**src/rtl/alu_seq_control_if.sv**
```systemverilog
// rtl/alu_seq_control_if.sv - strobe and instruction bundle between control unit and datapath
interface alu_seq_control_if #(
  parameter int COUNT_WIDTH = 16
);
  logic                   Run;
  logic [31:0]            IR;
  logic                   PCout;
  logic                   ZLOout;
  logic                   MDRout;
  logic                   MARin;
  logic                   Zin;
  logic                   PCin;
  logic                   MDRin;
  logic                   IRin;
  logic                   Yin;
  logic                   IncrementPC;
  logic                   Read;
  logic [4:0]             ALUControl;
  logic [15:0]            Rin;
  logic [15:0]            Rout;
  logic                   Busy;
  logic                   Halted;
  logic                   Illegal;
  logic [COUNT_WIDTH-1:0] InstrCount;

  // master is the control unit; slave is the datapath side
  modport master (
    input  Run, IR,
    output PCout, ZLOout, MDRout, MARin, Zin, PCin, MDRin, IRin, Yin,
           IncrementPC, Read, ALUControl, Rin, Rout, Busy, Halted, Illegal,
           InstrCount
  );

  modport slave (
    output Run, IR,
    input  PCout, ZLOout, MDRout, MARin, Zin, PCin, MDRin, IRin, Yin,
           IncrementPC, Read, ALUControl, Rin, Rout, Busy, Halted, Illegal,
           InstrCount
  );
endinterface

```
**src/rtl/alu_seq_control.sv**
```systemverilog
// rtl/alu_seq_control.sv - hardwired fetch/execute sequencer for the phase-1 datapath
module alu_seq_control #(
  parameter int COUNT_WIDTH = 16
) (
  input  logic               Clock,
  input  logic               Resetn,
  alu_seq_control_if.master  bus
);

  typedef enum logic [2:0] {
    IDLE, T0, T1, T2, T3, T4, T5, HALT
  } state_t;

  state_t                 state;
  logic [COUNT_WIDTH-1:0] count;

  logic [4:0] op;
  logic [3:0] ra, rb, rc;
  logic       is_alu, is_nop, is_halt;
  logic       unused_ir;

  assign op        = bus.IR[31:27];
  assign ra        = bus.IR[26:23];
  assign rb        = bus.IR[22:19];
  assign rc        = bus.IR[18:15];
  assign unused_ir = ^bus.IR[14:0];

  assign is_alu  = (op >= 5'b00011) && (op <= 5'b01011);
  assign is_nop  = (op == 5'b11010);
  assign is_halt = (op == 5'b11011);

  // Run only matters at instruction boundaries, so a mid-instruction drop finishes the instruction
  always_ff @(posedge Clock or negedge Resetn) begin
    if (!Resetn) begin
      state <= IDLE;
      count <= '0;
    end else begin
      case (state)
        IDLE: state <= bus.Run ? T0 : IDLE;
        T0:   state <= T1;
        T1:   state <= T2;
        T2:   state <= T3;
        T3: begin
          if (is_alu)       state <= T4;
          else if (is_halt) state <= HALT;
          else              state <= bus.Run ? T0 : IDLE;
        end
        T4:   state <= T5;
        T5: begin
          count <= count + COUNT_WIDTH'(1);
          state <= bus.Run ? T0 : IDLE;
        end
        HALT:    state <= HALT;
        default: state <= IDLE;
      endcase
    end
  end

  // T3-T5 strobes depend on IR fields, which are stable from the first T3 cycle
  always_comb begin
    bus.PCout       = 1'b0;
    bus.ZLOout      = 1'b0;
    bus.MDRout      = 1'b0;
    bus.MARin       = 1'b0;
    bus.Zin         = 1'b0;
    bus.PCin        = 1'b0;
    bus.MDRin       = 1'b0;
    bus.IRin        = 1'b0;
    bus.Yin         = 1'b0;
    bus.IncrementPC = 1'b0;
    bus.Read        = 1'b0;
    bus.ALUControl  = 5'b00000;
    bus.Rin         = 16'h0000;
    bus.Rout        = 16'h0000;
    bus.Illegal     = 1'b0;
    bus.Busy        = (state != IDLE) && (state != HALT);
    bus.Halted      = (state == HALT);
    bus.InstrCount  = count;
    case (state)
      T0: begin
        bus.PCout       = 1'b1;
        bus.MARin       = 1'b1;
        bus.IncrementPC = 1'b1;
        bus.Zin         = 1'b1;
      end
      T1: begin
        bus.ZLOout = 1'b1;
        bus.PCin   = 1'b1;
        bus.Read   = 1'b1;
        bus.MDRin  = 1'b1;
      end
      T2: begin
        bus.MDRout = 1'b1;
        bus.IRin   = 1'b1;
      end
      T3: begin
        if (is_alu) begin
          bus.Rout = 16'h0001 << rb;
          bus.Yin  = 1'b1;
        end else if (!is_nop && !is_halt) begin
          bus.Illegal = 1'b1;
        end
      end
      T4: begin
        bus.Rout       = 16'h0001 << rc;
        bus.Zin        = 1'b1;
        bus.ALUControl = op;
      end
      T5: begin
        bus.ZLOout = 1'b1;
        bus.Rin    = 16'h0001 << ra;
      end
      default: ;
    endcase
  end

endmodule

```
**src/flat_wrapper.sv**
```systemverilog
// flat-port wrapper written by rule: the top's interface ports become plain ports
module alu_seq_control_flat 
#(
  parameter int COUNT_WIDTH = 16
)
  (Clock, Resetn, bus_Run, bus_IR, bus_PCout, bus_ZLOout, bus_MDRout, bus_MARin, bus_Zin, bus_PCin, bus_MDRin, bus_IRin, bus_Yin, bus_IncrementPC, bus_Read, bus_ALUControl, bus_Rin, bus_Rout, bus_Busy, bus_Halted, bus_Illegal, bus_InstrCount);
  alu_seq_control_if #(.COUNT_WIDTH(COUNT_WIDTH)) bus_i ();
  input  logic Clock;
  input  logic Resetn;
  input wire logic [$bits(bus_i.Run)-1:0] bus_Run;
  input wire logic [$bits(bus_i.IR)-1:0] bus_IR;
  output wire logic [$bits(bus_i.PCout)-1:0] bus_PCout;
  output wire logic [$bits(bus_i.ZLOout)-1:0] bus_ZLOout;
  output wire logic [$bits(bus_i.MDRout)-1:0] bus_MDRout;
  output wire logic [$bits(bus_i.MARin)-1:0] bus_MARin;
  output wire logic [$bits(bus_i.Zin)-1:0] bus_Zin;
  output wire logic [$bits(bus_i.PCin)-1:0] bus_PCin;
  output wire logic [$bits(bus_i.MDRin)-1:0] bus_MDRin;
  output wire logic [$bits(bus_i.IRin)-1:0] bus_IRin;
  output wire logic [$bits(bus_i.Yin)-1:0] bus_Yin;
  output wire logic [$bits(bus_i.IncrementPC)-1:0] bus_IncrementPC;
  output wire logic [$bits(bus_i.Read)-1:0] bus_Read;
  output wire logic [$bits(bus_i.ALUControl)-1:0] bus_ALUControl;
  output wire logic [$bits(bus_i.Rin)-1:0] bus_Rin;
  output wire logic [$bits(bus_i.Rout)-1:0] bus_Rout;
  output wire logic [$bits(bus_i.Busy)-1:0] bus_Busy;
  output wire logic [$bits(bus_i.Halted)-1:0] bus_Halted;
  output wire logic [$bits(bus_i.Illegal)-1:0] bus_Illegal;
  output wire logic [$bits(bus_i.InstrCount)-1:0] bus_InstrCount;
  assign bus_i.Run = bus_Run;
  assign bus_i.IR = bus_IR;
  assign bus_PCout = bus_i.PCout;
  assign bus_ZLOout = bus_i.ZLOout;
  assign bus_MDRout = bus_i.MDRout;
  assign bus_MARin = bus_i.MARin;
  assign bus_Zin = bus_i.Zin;
  assign bus_PCin = bus_i.PCin;
  assign bus_MDRin = bus_i.MDRin;
  assign bus_IRin = bus_i.IRin;
  assign bus_Yin = bus_i.Yin;
  assign bus_IncrementPC = bus_i.IncrementPC;
  assign bus_Read = bus_i.Read;
  assign bus_ALUControl = bus_i.ALUControl;
  assign bus_Rin = bus_i.Rin;
  assign bus_Rout = bus_i.Rout;
  assign bus_Busy = bus_i.Busy;
  assign bus_Halted = bus_i.Halted;
  assign bus_Illegal = bus_i.Illegal;
  assign bus_InstrCount = bus_i.InstrCount;
  alu_seq_control #(.COUNT_WIDTH(COUNT_WIDTH)) u_core (.Clock(Clock), .Resetn(Resetn), .bus(bus_i));
endmodule
```
**config.mk**
```make
export PLATFORM = sky130hd
export DESIGN_NAME = alu_seq_control_flat
export DESIGN_NICKNAME = d
export VERILOG_FILES = /design/src/rtl/alu_seq_control_if.sv /design/src/rtl/alu_seq_control.sv /design/src/flat_wrapper.sv
export SDC_FILE = /design/constraint.sdc
export NUM_CORES = 1
export LEC_CHECK = 0
export ABC_AREA = 0
export BUFFER_PORTS_ARGS = -buffer_cell sky130_fd_sc_hd__buf_2
export CORE_MARGIN = 2
export CORE_UTILIZATION = 47
export CTS_BUF_LIST = sky130_fd_sc_hd__clkbuf_2 sky130_fd_sc_hd__clkbuf_4 sky130_fd_sc_hd__clkbuf_8
export CTS_CLUSTER_SIZE = 24
export DETAILED_ROUTE_END_ITERATION = 6
export PLACE_DENSITY_LB_ADDON = 0.2
export SLEW_MARGIN = 20
export SYNTH_ARGS = -nofsm -noshare
export SYNTH_HDL_FRONTEND = slang
export SYNTH_SLANG_ARGS = --single-unit
```
**constraint.sdc**
```tcl
create_clock -name Clock -period 3.1 [get_ports Clock]
set_input_delay 0.155 -clock Clock [delete_from_list [all_inputs] [get_ports Clock]]
set_output_delay 0.155 -clock Clock [all_outputs]
set_load 0.005 [all_outputs]
```
; Word-level counts from Yosys, hierarchy flattened
; Cells that the tools add are included.
[totals]
elab_cells = 46
register_bits = 19
[op_classes]
n_reduce_logical = 10
eq_ne = 10
magnitude_cmp = 2
shift = 3
add_sub_neg = 1
mux = 18
[op_table]
columns = cell, count
row1 = $shl 1x4->16 const A, 3
row2 = $mux 16, 2
row3 = $pmux 16 s2, 1
row4 = $pmux 3 s7, 1
row5 = $add 16x1->16 const B, 1
row6 = $eq 3x3->1 const B, 4
row7 = $mux 1, 11
row8 = $eq 5x5->1 const B, 2
row9 = $eq 3x2->1 const B, 2
row10 = $mux 3, 2
row11 = $reduce_or 2->1, 3
row12 = $ge 5x2->1 const B, 1
row13 = $le 5x4->1 const B, 1
row14 = $mux 5, 1
row15 = $eq 3x1->1 const B, 1
row16 = $logic_and 1x1->1, 3
row17 = $logic_not 3->1, 1
row18 = $ne 3x3->1 const B, 1
row19 = $reduce_bool 3->1, 1
row20 = $logic_not 1->1, 2

; Depth between registers and ports, before layout
[logic_depth]
depth_word = 6
mapped_depth = 6

; Worst setup path after synthesis
; No wires, ideal clock.
[synth_path]
kind = reg2out
startpoint = reg u_core.state[1]
endpoint = out bus_Rout[0]
slack_ps = 1598
path_buffers = 1
stages_incl_launch_ff = 5
t_arrival_ps = 1347
cell_sequence = dfrtp_1 -> buf_2 -> nand3b_1 -> or3_1 -> o32ai_1
[synth_via]
elab_chain_len = 2
word_cells_on_any_way = 3
cone_classes = eq/ne: 2 / mux: 1
[synth_rtl]
columns = item, line_no
row1 = "start, declared", alu_seq_control.sv:14  ; state_t state;
row2 = "start signal, assigned", alu_seq_control.sv:39  ; IDLE: state <= bus.Run ? T0 : IDLE;
row3 = "start signal, assigned", alu_seq_control.sv:46  ; else state <= bus.Run ? T0 : IDLE;
row4 = "start signal, assigned", alu_seq_control.sv:51  ; state <= bus.Run ? T0 : IDLE;
row5 = $eq 3x3->1, alu_seq_control.sv:79  ; case (state)
row6 = $pmux 16 s2 *, alu_seq_control.sv:79
row7 = "end, declared", flat_wrapper.sv:25  ; output wire logic [$bits(bus_i.Rout)-1:0] bus_Rout;
; Every way passes the cells marked *; elsewhere a longest branch is shown, timed or not.

; Worst setup path after layout
[layout_path]
startpoint = reg u_core.state[0]
endpoint = out bus_Rin[0]
[layout_via]
elab_chain_len = 2
[layout_rtl]
columns = item, line_no
row1 = $eq 3x3->1, alu_seq_control.sv:79
row2 = $mux 16, alu_seq_control.sv:79
row3 = "end, declared", flat_wrapper.sv:24  ; output wire logic [$bits(bus_i.Rin)-1:0] bus_Rin;
; Every way passes these cells.

==> flow_results.org <==
** Logic synthesis
- Cell types with the highest counts after synthesis :: 24 x sky130_fd_sc_hd__nor2_1, 19 x sky130_fd_sc_hd__dfrtp_1, 19 x sky130_fd_sc_hd__nand2_1
- Warnings, synthesis :: 0
- Sorting the synthesized cells by area gives the leading types as sky130_fd_sc_hd__dfrtp_1 31%, sky130_fd_sc_hd__nor2_1 5.9%, sky130_fd_sc_hd__xor2_1 5.1%.
- Simple-gate share of the synthesized area :: 0.409
- Fraction of synthesized area in multiplexers :: 0.00735
- Synth Area in XOR/XNOR :: 0.0857
- Yosys mapped a number of flops with a built-in enable equal to 0.
- Synth async-reset ratio :: 1.00
- Cell area after technology mapping :: about 1500 um^2
- Dominant combinational cell family by area after synthesis :: simple AND/OR/NAND/NOR gates
- Adder and majority gate portion of the synthesized area :: 0.00816
- Compound-Gate Fraction of Synth Area :: 0.116
- The share of synthesized area in the top cell type comes to 0.310.
- Number of unique standard cell types used by synthesis :: 49
- Post-Syn Nets :: 217
- Of the synthesized area, sequential elements account for 0.310.
- The largest total area in the synthesized netlist belongs to sky130_fd_sc_hd__dfrtp_1.
- Library cell with the highest instance count after synthesis :: sky130_fd_sc_hd__nor2_1
- After synthesis, the mean cell area works out to 8.47 um^2.
- Counting flops and latches in the post-synthesis netlist gives 19.
- Cells after synthesis :: 181
- The most used flip-flop cell after synthesis is sky130_fd_sc_hd__dfrtp_1.

** STA
- Between clock sinks in the finished design, the worst skew comes to about 0.0019 ns.
- In this run the tightest slew margin relative to its limit is 0.709.
- Ratio of final minimum period to clock period :: 0.718
- Transition time at the pin with the least slew margin :: 0.436 ns
- Setup repair after global routing left no endpoint under its margin.
- The total count of max-transition violations in the final report is 0.
- The clock period could shrink to around 2.2 ns.
- Final number of hold-violating endpoints :: 0
- Worst path setup slack after routing :: roughly 0.87 ns
- Smallest hold slack :: 0.121 ns
- Fmax :: 449 MHz
- Summed negative setup slack over all endpoints :: 0 ns
- Setup violations remaining at the end of the flow were counted as 0.

** Die
- Horizontal die dimension :: 61.1 um
- From bottom edge to top edge, the die measures 61.1 um.
- Site row count :: 20
- Starting Density :: 0.498
- The floorplan step defined a die boundary enclosing 3730 um^2.
- between 100 and 150 I/O pins were placed.
- CORE AREA :: 3080 um^2

** Power and ir drop
- Clock Power Share :: 0.142
- The internal power of the cells totals 0.558 mW.
- Net load switching power :: 0.363 mW
- Sw frac :: 0.394
- The share of total power dissipated in sequential elements is 0.427.
- In this run the power density over the cells is between 400 and 500 nW/um^2.
- IR analysis of the VDD net gives a maximum drop of 0.292 mV.
- Power share of the combinational group :: 0.431
- Pleak :: 1.08 nW

** Global routing
- Total routing resource utilization after global routing :: 0.185
- After global routing the overflow that remains totals 0.
- Largest net degree at the start of global routing :: 20
- Via count of the first global-routing pass :: 1296
- First-pass GRT wire length :: 5370 um
- The number of antenna violations at the first check in global routing was 0.

** Critical path
- The critical path goes through and3b_1 -> or3b_1 -> nor3_2 -> buf_2.
- The worst setup path is launched from a flop.
- By startpoint and endpoint, the worst setup path is classified as reg -> out.
- The worst setup path is captured at an output port.
- STA puts the critical path data required time at approximately 3 ns.
- Worst-case register-to-register setup slack :: between 1 and 1.5 ns
- In this design, the stage delay of the slowest critical-path cell is ~0.54 ns.
- For the worst flop-to-flop path, the logic depth is 4.
- Worst reg2reg path endpoint :: u_core.bus.InstrCount[15]$_DFFE_PN0P_
- The startpoint identified for the worst register-to-register timing path is u_core.state[0]$_DFF_PN0_.
- Of all nets on the critical path, the largest fanout is 13.
- The number of buffers and inverters on the critical path is 1.
- Cell family with the largest share of critical-path delay :: simple AND/OR/NAND/NOR gates
- STA puts the critical path data arrival time at 2.07 ns.
- For this design, the slowest cell found on the critical path is sky130_fd_sc_hd__and3b_1.

** Layout
- Area Growth Syn to Fin :: 29.5%
- Fraction of layout cells with a size suffix above 1 :: 0.410
- Fill cells in the final layout number 280.
- 0 antenna diodes ended up in the layout.
- At the end of the flow, the number of nets in the layout was 298.

** Routing
- The pre-antenna-repair detailed-routing pass consisted of 4 iterations.
- For this run, design rule violations remaining after detail routing come to 0.
- For this block, the initial DRC count from the detailed router was 94.
- Number of nets with antenna violations after routing :: 0
- Average wire length per cell after detail routing :: 11.4 um
- Wires add up to 3490 um.
- The detailed router placed 1563 vias in this run.
- Via density per instance :: 5.12

** Place
- The HPWL after detailed placement is between 2000 and 3000 um.
- The count of buffers added on input and output ports is 86.
- Routability-driven placement finished with a final weighted congestion of 0.876.
- Prior to clock tree synthesis, the placed netlist has a worst setup slack of 1.22 ns.

** Clock tree
- Counting along the longest clock path gives a buffer depth of 2.
- Number of buffers inserted by hold repair at cts :: 1
- The tree is rooted in a sky130_fd_sc_hd__clkbuf_4.
- Clock-pin slew of the registers on the worst-case setup and hold paths :: about 0.10 ns
- # Post-CTS Setup Buffers :: 0
- For this design, the sink count on the clock tree is 19.
- Clock tree synthesis inserted a total of 3 buffers.
- TritonCTS clock tree :: yes
- Later-pin clock latency in the skew report :: 0.29 ns
- Post-CTS repair changed the size of 0 cells.
- Maximum level of the CTS H-tree :: 1

** Hold path
- Terminating pin of the worst hold path :: u_core.state[0]$_DFF_PN0_
- Along the worst hold path, the cell count comes to 3.
- Startpoint of the tightest hold check path :: bus_Run
- The tightest min-delay check is of the in -> reg type.

** Run
- Max-cap violations in this run came to 0.

** Status
- The run finished with clean final reports.
==> worst min-delay path, stage by stage <==
cell and delay [ns]:
sky130_fd_sc_hd__buf_2 0.08, sky130_fd_sc_hd__o21bai_1 0.06, sky130_fd_sc_hd__o211ai_1 0.08
==> sequential cells by signal, indices dropped and copies added (netlist names) <==
name and count:
u_core.bus.InstrCount 16, u_core.state 3
==> layer usage <==
metal / vias up / global-route usage / share of wire
met4: 0 / 0.0870 / 0.019
met5: - / 0 / 0
met2: 59 / 0.296 / 0.49
met1: 712 / 0.248 / 0.44
met3: 7 / 0.0231 / 0.050
li1: 785 / - / -
==> power groups by stage <==
stage	clock [mW]	combinational, mW	sequential, mW
final	0.131	0.396	0.393
after floorplan	0	0.324	0.351
after detailed placement	0	0.398	0.397
after global placement	0	0.390	0.395
after global routing	0.151	0.443	0.408
after CTS	0.137	0.402	0.392
==> worst max path at each step <==
stage	startpoint	to	slack, ns	cells after the start
finish	u_core.state[0]$_DFF_PN0_	bus_Rin[0]	0.87	4
global placement	u_core.state[0]$_DFF_PN0_	bus_Rin[0]	1.24	4
global route	u_core.state[0]$_DFF_PN0_	bus_Rin[5]	0.75	4
CTS	u_core.state[0]$_DFF_PN0_	bus_Rin[0]	0.87	4
floorplan	u_core.state[1]$_DFF_PN0_	bus_Rout[0]	1.60	4
detailed placement	u_core.state[0]$_DFF_PN0_	bus_Rin[0]	1.22	4
==> layout by cell type, fill, tap and decap left out, types with 2 or more instances in the layout <==
cell,netlist,routed
sky130_fd_sc_hd__o31ai_1,4,4
sky130_fd_sc_hd__clkbuf_4,0,4
sky130_fd_sc_hd__nor3_1,9,9
sky130_fd_sc_hd__xor2_1,9,9
sky130_fd_sc_hd__xnor2_1,6,6
sky130_fd_sc_hd__nor2_1,24,24
sky130_fd_sc_hd__nand3b_1,4,4
sky130_fd_sc_hd__o32ai_1,2,2
sky130_fd_sc_hd__nand3_1,6,6
sky130_fd_sc_hd__and3_1,2,2
sky130_fd_sc_hd__and3b_1,2,2
sky130_fd_sc_hd__and2_1,6,6
sky130_fd_sc_hd__buf_2,2,86
sky130_fd_sc_hd__nor3_2,3,3
sky130_fd_sc_hd__nand2_1,19,19
sky130_fd_sc_hd__dfrtp_1,19,19
sky130_fd_sc_hd__o21ai_1,4,4
sky130_fd_sc_hd__o21bai_1,2,2
sky130_fd_sc_hd__inv_1,4,4
sky130_fd_sc_hd__nor2b_1,8,8
sky130_fd_sc_hd__nand2b_1,7,7
sky130_fd_sc_hd__o22ai_1,5,5
==> logic make-up (layout without fill, tap and decap cells) <==
| kind of cell | Yosys count | after routing |
|---|---|---|
| XOR/XNOR | 15 | 15 |
| AO/OA/AOI/OAI | 24 | 24 |
| buffers and inverters | 16 | 96 |
| flip-flops | 19 | 19 |
| adder cells (fa/ha/maj) | 1 | 1 |
| multiplexers | 1 | 1 |
| AND/OR/NAND/NOR | 105 | 105 |
==> layout make-up <==
type / instances / area (um^2) / area share
Sequential cell: 19 / 475 / 0.240
Tap cell: 44 / 55.1 / 0.0277
Clock buffer: 4 / 30.0 / 0.0151
Multi-Input combinational cell: 146 / 960 / 0.484
Timing Repair Buffer: 87 / 440 / 0.222
Inverter: 5 / 23.8 / 0.0120
==> per-stage QoR <==
step	utilization	instances	power [mW]	cell area (um^2)
2_1_floorplan	-	181	0.675	1530
3_3_place_gp	0.632	300	0.785	1940
3_5_place_dp	0.632	300	0.795	1940
4_1_cts	0.645	305	0.931	1980
5_1_grt	0.645	305	1.00	1980
6_report	0.645	305	0.920	1980
(Power assumes the default switching activity.)
